$ cat src/rtl/connect_win_scanner_if.sv
// Handshake and board-read bundle between the drop controller/board memory and the scanner.
interface connect_win_scanner_if #(
    parameter int unsigned COL_W = 3,
    parameter int unsigned ROW_W = 3
);
    logic             start;
    logic             player;
    logic [COL_W-1:0] location;
    logic [ROW_W-1:0] height;
    logic             early_win;
    logic [COL_W-1:0] rd_col;
    logic [ROW_W-1:0] rd_row;
    logic             rd_en;
    logic [1:0]       rd_cell;
    logic             busy;
    logic             done;
    logic             won_game;
    logic [1:0]       win_dir;
    logic             err;

    modport master (
        output start, player, location, height, early_win, rd_cell,
        input  rd_col, rd_row, rd_en, busy, done, won_game, win_dir, err
    );

    modport slave (
        input  start, player, location, height, early_win, rd_cell,
        output rd_col, rd_row, rd_en, busy, done, won_game, win_dir, err
    );
endinterface

$ cat src/rtl/connect_win_scanner.sv
// Sequential win scanner: walks the board outward from the last drop in four line directions,
// counting contiguous cells of the moving player until a run of WIN_LEN is found.
module connect_win_scanner #(
    parameter int unsigned COLS    = 7,
    parameter int unsigned ROWS    = 6,
    parameter int unsigned WIN_LEN = 4,
    parameter int unsigned COL_W   = 3,
    parameter int unsigned ROW_W   = 3
) (
    input logic                  clk,
    input logic                  reset,
    connect_win_scanner_if.slave bus
);

    localparam int unsigned CW     = COL_W + 2;
    localparam int unsigned RW     = ROW_W + 2;
    localparam logic [3:0]  WinLen = 4'(WIN_LEN);
    localparam logic [3:0]  KMax   = 4'(WIN_LEN - 1);

    typedef enum logic [1:0] {StIdle, StProbe, StCheck, StFinish} state_e;

    state_e           state_q, state_d;
    logic             player_q, player_d;
    logic [COL_W-1:0] loc_q, loc_d;
    logic [ROW_W-1:0] hgt_q, hgt_d;
    logic [1:0]       dir_q, dir_d;
    logic             neg_q, neg_d;
    logic [3:0]       k_q, k_d;
    logic [3:0]       count_q, count_d;
    logic             won_q, won_d;
    logic             err_q, err_d;
    logic [1:0]       win_dir_q, win_dir_d;

    logic signed [CW-1:0] tcol;
    logic signed [RW-1:0] trow;
    logic                 in_bounds;
    logic                 match;
    logic                 advance;
    logic                 start_oor;

    // Target = origin + s*k*(dx,dy); extra sign/guard bits keep off-board targets from wrapping.
    always_comb begin
        tcol = CW'(loc_q);
        trow = RW'(hgt_q);
        if (dir_q != 2'd1) begin
            tcol = neg_q ? tcol - CW'(k_q) : tcol + CW'(k_q);
        end
        case (dir_q)
            2'd1, 2'd2: trow = neg_q ? trow - RW'(k_q) : trow + RW'(k_q);
            2'd3:       trow = neg_q ? trow + RW'(k_q) : trow - RW'(k_q);
            default:    ;
        endcase
    end

    assign in_bounds = !tcol[CW-1] && (tcol[CW-2:0] < (CW-1)'(COLS)) &&
                       !trow[RW-1] && (trow[RW-2:0] < (RW-1)'(ROWS));
    assign match     = (bus.rd_cell == {player_q, ~player_q});
    assign start_oor = ({1'b0, bus.location} >= (COL_W+1)'(COLS)) ||
                       ({1'b0, bus.height} >= (ROW_W+1)'(ROWS));

    always_comb begin
        state_d   = state_q;
        player_d  = player_q;
        loc_d     = loc_q;
        hgt_d     = hgt_q;
        dir_d     = dir_q;
        neg_d     = neg_q;
        k_d       = k_q;
        count_d   = count_q;
        won_d     = won_q;
        err_d     = err_q;
        win_dir_d = win_dir_q;
        advance   = 1'b0;

        case (state_q)
            StIdle: begin
                if (bus.start) begin
                    player_d  = bus.player;
                    loc_d     = bus.location;
                    hgt_d     = bus.height;
                    won_d     = 1'b0;
                    err_d     = 1'b0;
                    win_dir_d = 2'd0;
                    if (bus.early_win) begin
                        won_d   = 1'b1;
                        state_d = StFinish;
                    end else if (start_oor) begin
                        err_d   = 1'b1;
                        state_d = StFinish;
                    end else begin
                        dir_d   = 2'd0;
                        neg_d   = 1'b0;
                        k_d     = 4'd1;
                        count_d = 4'd1;
                        state_d = StProbe;
                    end
                end
            end
            StProbe: begin
                if (in_bounds) state_d = StCheck;
                else           advance = 1'b1;
            end
            StCheck: begin
                if (match) begin
                    count_d = count_q + 4'd1;
                    if (count_q + 4'd1 == WinLen) begin
                        won_d     = 1'b1;
                        win_dir_d = dir_q;
                        state_d   = StFinish;
                    end else if (k_q == KMax) begin
                        advance = 1'b1;
                    end else begin
                        k_d     = k_q + 4'd1;
                        state_d = StProbe;
                    end
                end else begin
                    advance = 1'b1;
                end
            end
            StFinish: state_d = StIdle;
            default:  state_d = StIdle;
        endcase

        // Current side exhausted: flip to the minus side, or move on to the next direction.
        if (advance) begin
            k_d     = 4'd1;
            state_d = StProbe;
            if (!neg_q) begin
                neg_d = 1'b1;
            end else if (dir_q == 2'd3) begin
                state_d = StFinish;
            end else begin
                dir_d   = dir_q + 2'd1;
                neg_d   = 1'b0;
                count_d = 4'd1;
            end
        end
    end

    always_ff @(posedge clk) begin
        if (reset) begin
            state_q   <= StIdle;
            player_q  <= 1'b0;
            loc_q     <= '0;
            hgt_q     <= '0;
            dir_q     <= 2'd0;
            neg_q     <= 1'b0;
            k_q       <= 4'd0;
            count_q   <= 4'd0;
            won_q     <= 1'b0;
            err_q     <= 1'b0;
            win_dir_q <= 2'd0;
        end else begin
            state_q   <= state_d;
            player_q  <= player_d;
            loc_q     <= loc_d;
            hgt_q     <= hgt_d;
            dir_q     <= dir_d;
            neg_q     <= neg_d;
            k_q       <= k_d;
            count_q   <= count_d;
            won_q     <= won_d;
            err_q     <= err_d;
            win_dir_q <= win_dir_d;
        end
    end

    assign bus.rd_en    = (state_q == StProbe) && in_bounds;
    assign bus.rd_col   = bus.rd_en ? tcol[COL_W-1:0] : '0;
    assign bus.rd_row   = bus.rd_en ? trow[ROW_W-1:0] : '0;
    assign bus.busy     = (state_q == StProbe) || (state_q == StCheck);
    assign bus.done     = (state_q == StFinish);
    assign bus.won_game = won_q;
    assign bus.win_dir  = win_dir_q;
    assign bus.err      = err_q;

endmodule

$ cat src/flat_wrapper.sv
// flat-port wrapper written by rule: the top's interface ports become plain ports
module connect_win_scanner_flat 
#(
    parameter int unsigned COLS    = 7,
    parameter int unsigned ROWS    = 6,
    parameter int unsigned WIN_LEN = 4,
    parameter int unsigned COL_W   = 3,
    parameter int unsigned ROW_W   = 3
)
  (clk, reset, bus_start, bus_player, bus_location, bus_height, bus_early_win, bus_rd_cell, bus_rd_col, bus_rd_row, bus_rd_en, bus_busy, bus_done, bus_won_game, bus_win_dir, bus_err);
  connect_win_scanner_if #(.COL_W(COL_W), .ROW_W(ROW_W)) bus_i ();
  input logic clk;
  input logic reset;
  input wire logic [$bits(bus_i.start)-1:0] bus_start;
  input wire logic [$bits(bus_i.player)-1:0] bus_player;
  input wire logic [$bits(bus_i.location)-1:0] bus_location;
  input wire logic [$bits(bus_i.height)-1:0] bus_height;
  input wire logic [$bits(bus_i.early_win)-1:0] bus_early_win;
  input wire logic [$bits(bus_i.rd_cell)-1:0] bus_rd_cell;
  output wire logic [$bits(bus_i.rd_col)-1:0] bus_rd_col;
  output wire logic [$bits(bus_i.rd_row)-1:0] bus_rd_row;
  output wire logic [$bits(bus_i.rd_en)-1:0] bus_rd_en;
  output wire logic [$bits(bus_i.busy)-1:0] bus_busy;
  output wire logic [$bits(bus_i.done)-1:0] bus_done;
  output wire logic [$bits(bus_i.won_game)-1:0] bus_won_game;
  output wire logic [$bits(bus_i.win_dir)-1:0] bus_win_dir;
  output wire logic [$bits(bus_i.err)-1:0] bus_err;
  assign bus_i.start = bus_start;
  assign bus_i.player = bus_player;
  assign bus_i.location = bus_location;
  assign bus_i.height = bus_height;
  assign bus_i.early_win = bus_early_win;
  assign bus_i.rd_cell = bus_rd_cell;
  assign bus_rd_col = bus_i.rd_col;
  assign bus_rd_row = bus_i.rd_row;
  assign bus_rd_en = bus_i.rd_en;
  assign bus_busy = bus_i.busy;
  assign bus_done = bus_i.done;
  assign bus_won_game = bus_i.won_game;
  assign bus_win_dir = bus_i.win_dir;
  assign bus_err = bus_i.err;
  connect_win_scanner #(.COLS(COLS), .ROWS(ROWS), .WIN_LEN(WIN_LEN), .COL_W(COL_W), .ROW_W(ROW_W)) u_core (.clk(clk), .reset(reset), .bus(bus_i));
endmodule
$ cat config.mk
export PLATFORM = sky130hd
export DESIGN_NAME = connect_win_scanner_flat
export DESIGN_NICKNAME = d
export VERILOG_FILES = /design/src/rtl/connect_win_scanner_if.sv /design/src/rtl/connect_win_scanner.sv /design/src/flat_wrapper.sv
export SDC_FILE = /design/constraint.sdc
export NUM_CORES = 1
export LEC_CHECK = 0
export CAP_MARGIN = 10
export CELL_PAD_IN_SITES_DETAIL_PLACEMENT = 0
export CELL_PAD_IN_SITES_GLOBAL_PLACEMENT = 1
export CORE_AREA = 2 2 79 81
export DETAILED_ROUTE_END_ITERATION = 10
export DIE_AREA = 0 0 81 83
export GPL_TIMING_DRIVEN = 0
export PLACE_DENSITY_LB_ADDON = 0.1
export SLEW_MARGIN = 25
export SYNTH_ARGS = -nofsm -noshare
export SYNTH_HDL_FRONTEND = slang
export SYNTH_SLANG_ARGS = --single-unit
export TNS_END_PERCENT = 1
$ cat constraint.sdc
create_clock -name clk -period 3.95 [get_ports clk]
set_clock_uncertainty 0.1 [all_clocks]
set_input_delay 0.395 -clock clk [delete_from_list [all_inputs] [get_ports clk]]
set_output_delay 0.395 -clock clk [all_outputs]
set_load 0.01 [all_outputs]
* Word level (Yosys, flattened, before mapping)
Index checks and enable logic that the tools add are counted.
** Word-level totals
- Bits in registers :: 24
- Input port bits :: 13
- Output and inout bits :: 13
- Logic and storage cells :: 131
** Cells by class
- $add $sub $neg :: 7
- Magnitude comparators :: 4
- Equal/unequal tests :: 25
- Mux-type cells :: 64
- Bitwise gates (word level) :: 1
- Reduce and logical (&&, ||, !) cells :: 18
** Operator list (number)
- $mux 4 :: 13
- $mux 2 :: 20
- $mux 5 :: 4
- $mux 1 :: 18
- $pmux 4 s2 :: 2
- $ne 3x2->1 const B :: 5
- $reduce_and 7->1 :: 2
- $add 3x4->5 :: 2
- $ne 2x2->1 const B :: 5
- $pmux 5 s2 :: 1
- $sub 3x4->5 :: 2
- $add 4x1->4 const B :: 2
- $eq 2x2->1 const B :: 4
- $lt 4x3->1 const B :: 2
- $pmux 2 s4 :: 1
- $reduce_and 4->1 :: 2
- $ge 3x3->1 const B :: 2
- $mux 3 :: 2
- $ne 2x1->1 const B :: 3
- $ne 3x1->1 const B :: 2
- $eq 2x1->1 const B :: 2
- $eq 4x2->1 const B :: 1
- $eq 4x3->1 const B :: 1
- $logic_and 1x1->1 :: 4
- other kinds (13) :: 17

* Longest topological paths before layout
- Depth in word-level cells :: 11
- Mapped depth :: 11
- Gate-level depth less buffers :: 11

* Least setup slack after synthesis
OpenSTA, ideal clock, no wires.
- Path kind :: reg-to-output
- From :: register u_core.k_q[1]
- To :: output port bus_rd_col[2]
- Data arrival time :: 3.009 ns
- Path slack :: 0.446 ns
- Cell stages (with the launch flop) :: 11
- Cell sequence :: dfxtp_1 > inv_1 > ha_1 > mux2_2 > fa_1 > nor2b_1 > nor2_1 > o311a_1 > a221oi_4 > nand2_1 > a21oi_1
** On the way
- Cells in the longest elaborated chain, start to end :: 9
- Elaborated cells between the ends (all ways) :: 18
- Those cells by class :: add/sub: 4; order compare: 2; mux: 6; reduce/logical: 6
** Ends and longest elaborated chain
- from (decl) :: line connect_win_scanner.sv:28 : logic [3:0] k_q, k_d;
- from (signal assigned) :: line connect_win_scanner.sv:160 : k_q <= k_d;
- $add 3x4->5 or $sub 3x4->5 (tied branches) :: line connect_win_scanner.sv:46 : tcol = neg_q ? tcol - CW'(k_q) : tcol + CW'(k_q);
- $mux 5 :: line connect_win_scanner.sv:46
- $mux 5 :: line connect_win_scanner.sv:45 : if (dir_q != 2'd1) begin
- $lt 4x3->1 or $logic_not 1->1 (tied branches) :: line connect_win_scanner.sv:55 : assign in_bounds = !tcol[CW-1] && (tcol[CW-2:0] < (CW-1)'(COLS)) &&
- $logic_and 1x1->1 (2 in series) :: line connect_win_scanner.sv:55
- $logic_and 1x1->1 :: line connect_win_scanner.sv:56 : !trow[RW-1] && (trow[RW-2:0] < (RW-1)'(ROWS));
- $logic_and 1x1->1 :: line connect_win_scanner.sv:168 : assign bus.rd_en = (state_q == StProbe) && in_bounds;
- $mux 3 (*) :: line connect_win_scanner.sv:169 : assign bus.rd_col = bus.rd_en ? tcol[COL_W-1:0] : '0;
- to (decl) :: line flat_wrapper.sv:20 : output wire logic [$bits(bus_i.rd_col)-1:0] bus_rd_col;
Mark *: on every way between the ends. The rest lies on a longest branch, timed or not.

* Worst setup path after layout
- From :: register u_core.k_q[1]
- To :: output port bus_rd_row[0]
** On the way
- Cells in the longest elaborated chain, start to end :: 9
- Elaborated cells between the ends (all ways) :: 18
- Those cells by class :: add/sub: 4; order compare: 2; mux: 6; reduce/logical: 6
** Ends and longest elaborated chain
- $add 3x4->5 or $sub 3x4->5 (tied branches) :: line connect_win_scanner.sv:46
- $mux 5 :: line connect_win_scanner.sv:46
- $mux 5 :: line connect_win_scanner.sv:45
- $lt 4x3->1 or $logic_not 1->1 (tied branches) :: line connect_win_scanner.sv:55
- $logic_and 1x1->1 (2 in series) :: line connect_win_scanner.sv:55
- $logic_and 1x1->1 (*) :: line connect_win_scanner.sv:56
- $logic_and 1x1->1 (*) :: line connect_win_scanner.sv:168
- $mux 3 (*) :: line connect_win_scanner.sv:170 : assign bus.rd_row = bus.rd_en ? trow[ROW_W-1:0] : '0;
- to (decl) :: line flat_wrapper.sv:21 : output wire logic [$bits(bus_i.rd_row)-1:0] bus_rd_row;
Marked as above.

==> results.toml <==
[detailed_routing]
route.vias.total = 2017
drt_iter0_drc = 93
wl_met3_um = 149
first_pass_iters = 4
drc = 0
met1_length_um = 2895
routed_wirelength_um = 5597
wire_per_inst_um = 15.29
viasPerCell = 5.511
ant_nets = 0
dr.max_layer_used = "met4"
wl_met2_um = 2519

[sta]
setup_slack_ps = 156.1
setup-tns-final_ps = 0
max_freq_mhz = 263.6
max_slew_margin_pct = 59.88
period_needed_ps = 3794
finalCritPeriodShare_pct = 96.05
worstMarginPinSlew_ps = 597.2
final-hold-violation-count = 0
final_max_slew_viol_count = 0
finalSetupViolations = 0
rsz0062_at_grt = "false"

[place]
post_dp_cell_area_um2 = 2395
gp_congestion = 0.8104
portBuffers = 24
dp_slack_ps = -545.2
dp_hpwl_um = 4359

[power_and_ir_drop]
p_leak_nw = 1.015
ir_worst_vdd_v = 0.0002278
p_seq_share_pct = 23.7
pwr_density_cell_nw_per_um2 = 563.8
power.share.combinational_pct = 65.8
switching_power_w = 0.0006530
clkPwrFrac_pct = 10.5
power.internal_w = 0.0007565
power_w = 0.001410
swShare_pct = 46.33

[cts]
htree_levels = 1
cts.root.buffer_cell = "clkbuf_8"
clock_sinks = 24
cts_made_buffers = 3
cts_tree = "done"
path_clk_slew_ps = 90
insertion_delay_ps = 270
cts_buffer_depth = 2

[floorplan]
io_pins = 26
die_w_um = 81
core_area_um2 = 5816
start_util_pct = 35.43
die_area_um2 = 6723
die_height_um = 83
core.rowCount = 28

[synth]
ys_ff_latch = 24
synth_xor_area_share_pct = 2.125
synth_simple_gate_area_share_pct = 24.65
syn-cell-area_um2 = 2061
synthMuxAreaShare_pct = 2.550
synth_compound_area_share_pct = 27.44
yosys_warnings = 0
ys_types = 60
synth_top_family_by_area = "compound AO/OA/AOI/OAI gates"
avgSynthCellArea_um2 = 7.896
synthAdderAreaFrac_pct = 14.45
ys_seq_area_share_pct = 23.32
synthFlopType = "dfxtp_1"
syn_nets = 296
async_flop_share_pct = 0
synth-edff-count = 0
syn_inst = 261

[critical_path]
cp-start-kind = "flop"
worstRegToRegCells = 11
cp_max_fo = 7
r2r_end = "u_core.neg_q"
setup.worst_path.class = "flop to primary output"
reg2reg_slack_ps = 790
required_ps = 3450
worst_setup_path_end_kind = "primary output"
r2r-start = "u_core.k_q[1]"
cp_common_cell = "nor2_1"
cp_data_arrival_time_ps = 3300
slowest_stage = "clkdlybuf4s50_1"
cp_slowest_stage_delay_ps = 540
crit_chain = "inv_2 -> ha_1 -> mux2_2 -> fa_2 -> nor2b_2 -> nor2_1 -> o311a_1 -> a221oi_4 -> nand2_4 -> nor2_1 -> clkdlybuf4s50_1"

[final_layout]
finalNetCount = 328
drive_gt1_share_pct = 9.278
fillCellCount = 656
seq_area_um2 = 489.2
multi_input_area_um2 = 1486
layout_common_cells = "nand2_1, nor2_1, dfxtp_1"
final_common_cell = "nand2_1"
n_antenna_cell = 0
final_area_um2 = 2500
area_growth_pct = 21.31

[grt]
overflow = 0
grt_max_degree = 13
grt_pass1_wl_um = 9611
grt_pass1_vias = 1929
antenna_found_initial = 0
grt_use_total_pct = 17.80

[min_path]
hold_end = "u_core.player_q"
worst_hold_path_type = "flop to flop"
hp-start = "u_core.player_q"
whs_path_depth = 2

[run_status]
status = "complete, no violations"

[run]
drv_cap = 0
-- metrics by stage --
step	util [%]	std cells	hold slack, ps
after CTS	42.51	366	377.1
after global routing	42.99	366	405.9
after detailed placement	41.18	360	363.3
after floorplan	-	261	344.6
final	42.99	366	374.7
after global placement	41.18	360	360.9
-- power by group through the flow --
stage	Combinational, W	Sequential, W	Clock [W]
after floorplan	0.000633	0.000331	0
after global placement	0.000858	0.000349	0
after detailed placement	0.000851	0.000347	0
after CTS	0.000904	0.000331	0.000153
after global routing	0.00104	0.000342	0.000162
final	0.000927	0.000334	0.000149
-- metal layers --
metal / vias to the layer above / GRT usage (%)
met4: 0 / 2.773
met2: 34 / 27.65
met3: 4 / 2.391
li1: 1027 / -
met5: - / 0
met1: 952 / 26.44
-- worst max path at each step --
stage,from,to,slack (ps)
global placement,u_core.k_q[1],bus_rd_col[2],-550
global route,u_core.k_q[0],bus_rd_row[0],2
floorplan,u_core.k_q[1],bus_rd_col[2],450
detailed placement,u_core.k_q[1],bus_rd_row[1],-550
CTS,u_core.k_q[0],bus_rd_row[1],30
finish,u_core.k_q[1],bus_rd_row[0],160
-- critical path: cells and delay by family, from the launching register on --
kind | cells | cell delay, ps
simple gates | 4 | 410
buf+inv | 2 | 610
flops | 1 | 370
mux | 1 | 300
compound gates | 2 | 660
fa+ha+maj | 2 | 680
-- logic make-up (layout without fill, tap and decap cells) --
family / Yosys count / in the layout
simple gates: 101 / 101
fa+ha+maj: 22 / 22
xor+xnor: 5 / 5
flops: 24 / 24
compound gates: 76 / 76
mux: 5 / 5
buf+inv: 28 / 58
-- synthesized netlist by cell type (3+ instances only) --
master    number  area (um^2)
nor2b_1        3        18.77
a32o_1         3        30.03
nor3_1        10        50.05
mux2i_1        3        30.03
and2_1         4        25.02
fa_1           3        60.06
inv_1         19        71.32
a22oi_1        7        52.55
ha_1          19        237.7
xnor2_1        5        43.79
o21ai_0        8        40.04
dfxtp_1       24        480.5
nand3_1       13        65.06
nor2_1        23        86.33
a21oi_1       20        100.1
nand2_1       26        97.59
clkbuf_1       6        22.52
nand4_1        3        18.77
-- state kept, by name, summed over array words and instances (netlist names) --
| register | cells |
|---|---|
| u_core.k_q | 4 |
| u_core.hgt_q | 3 |
| u_core.state_q | 2 |
| u_core.bus.win_dir | 2 |
| u_core.count_q | 4 |
| u_core.loc_q | 3 |
| u_core.bus.err | 1 |
| u_core.player_q | 1 |
| u_core.bus.won_game | 1 |
| u_core.neg_q | 1 |
| u_core.dir_q | 2 |
-- layout make-up --
cell class / count / share of cell area (%)
Clock buffer: 3 / 1.652
Tap cell: 75 / 3.754
Multi-Input combinational cell: 209 / 59.46
Inverter: 19 / 2.853
Timing Repair Buffer: 27 / 10.91
Buffer: 9 / 1.802
Sequential cell: 24 / 19.57
-- what timing repair did --
action	in CTS	in global routing
gates resized for setup	8	9
endpoints found under the hold margin	0	0
setup buffers	3	0
hold buffers	0	0
pin swaps	2	1
endpoints found under the setup margin	7	7
(Power assumes the default switching activity.)
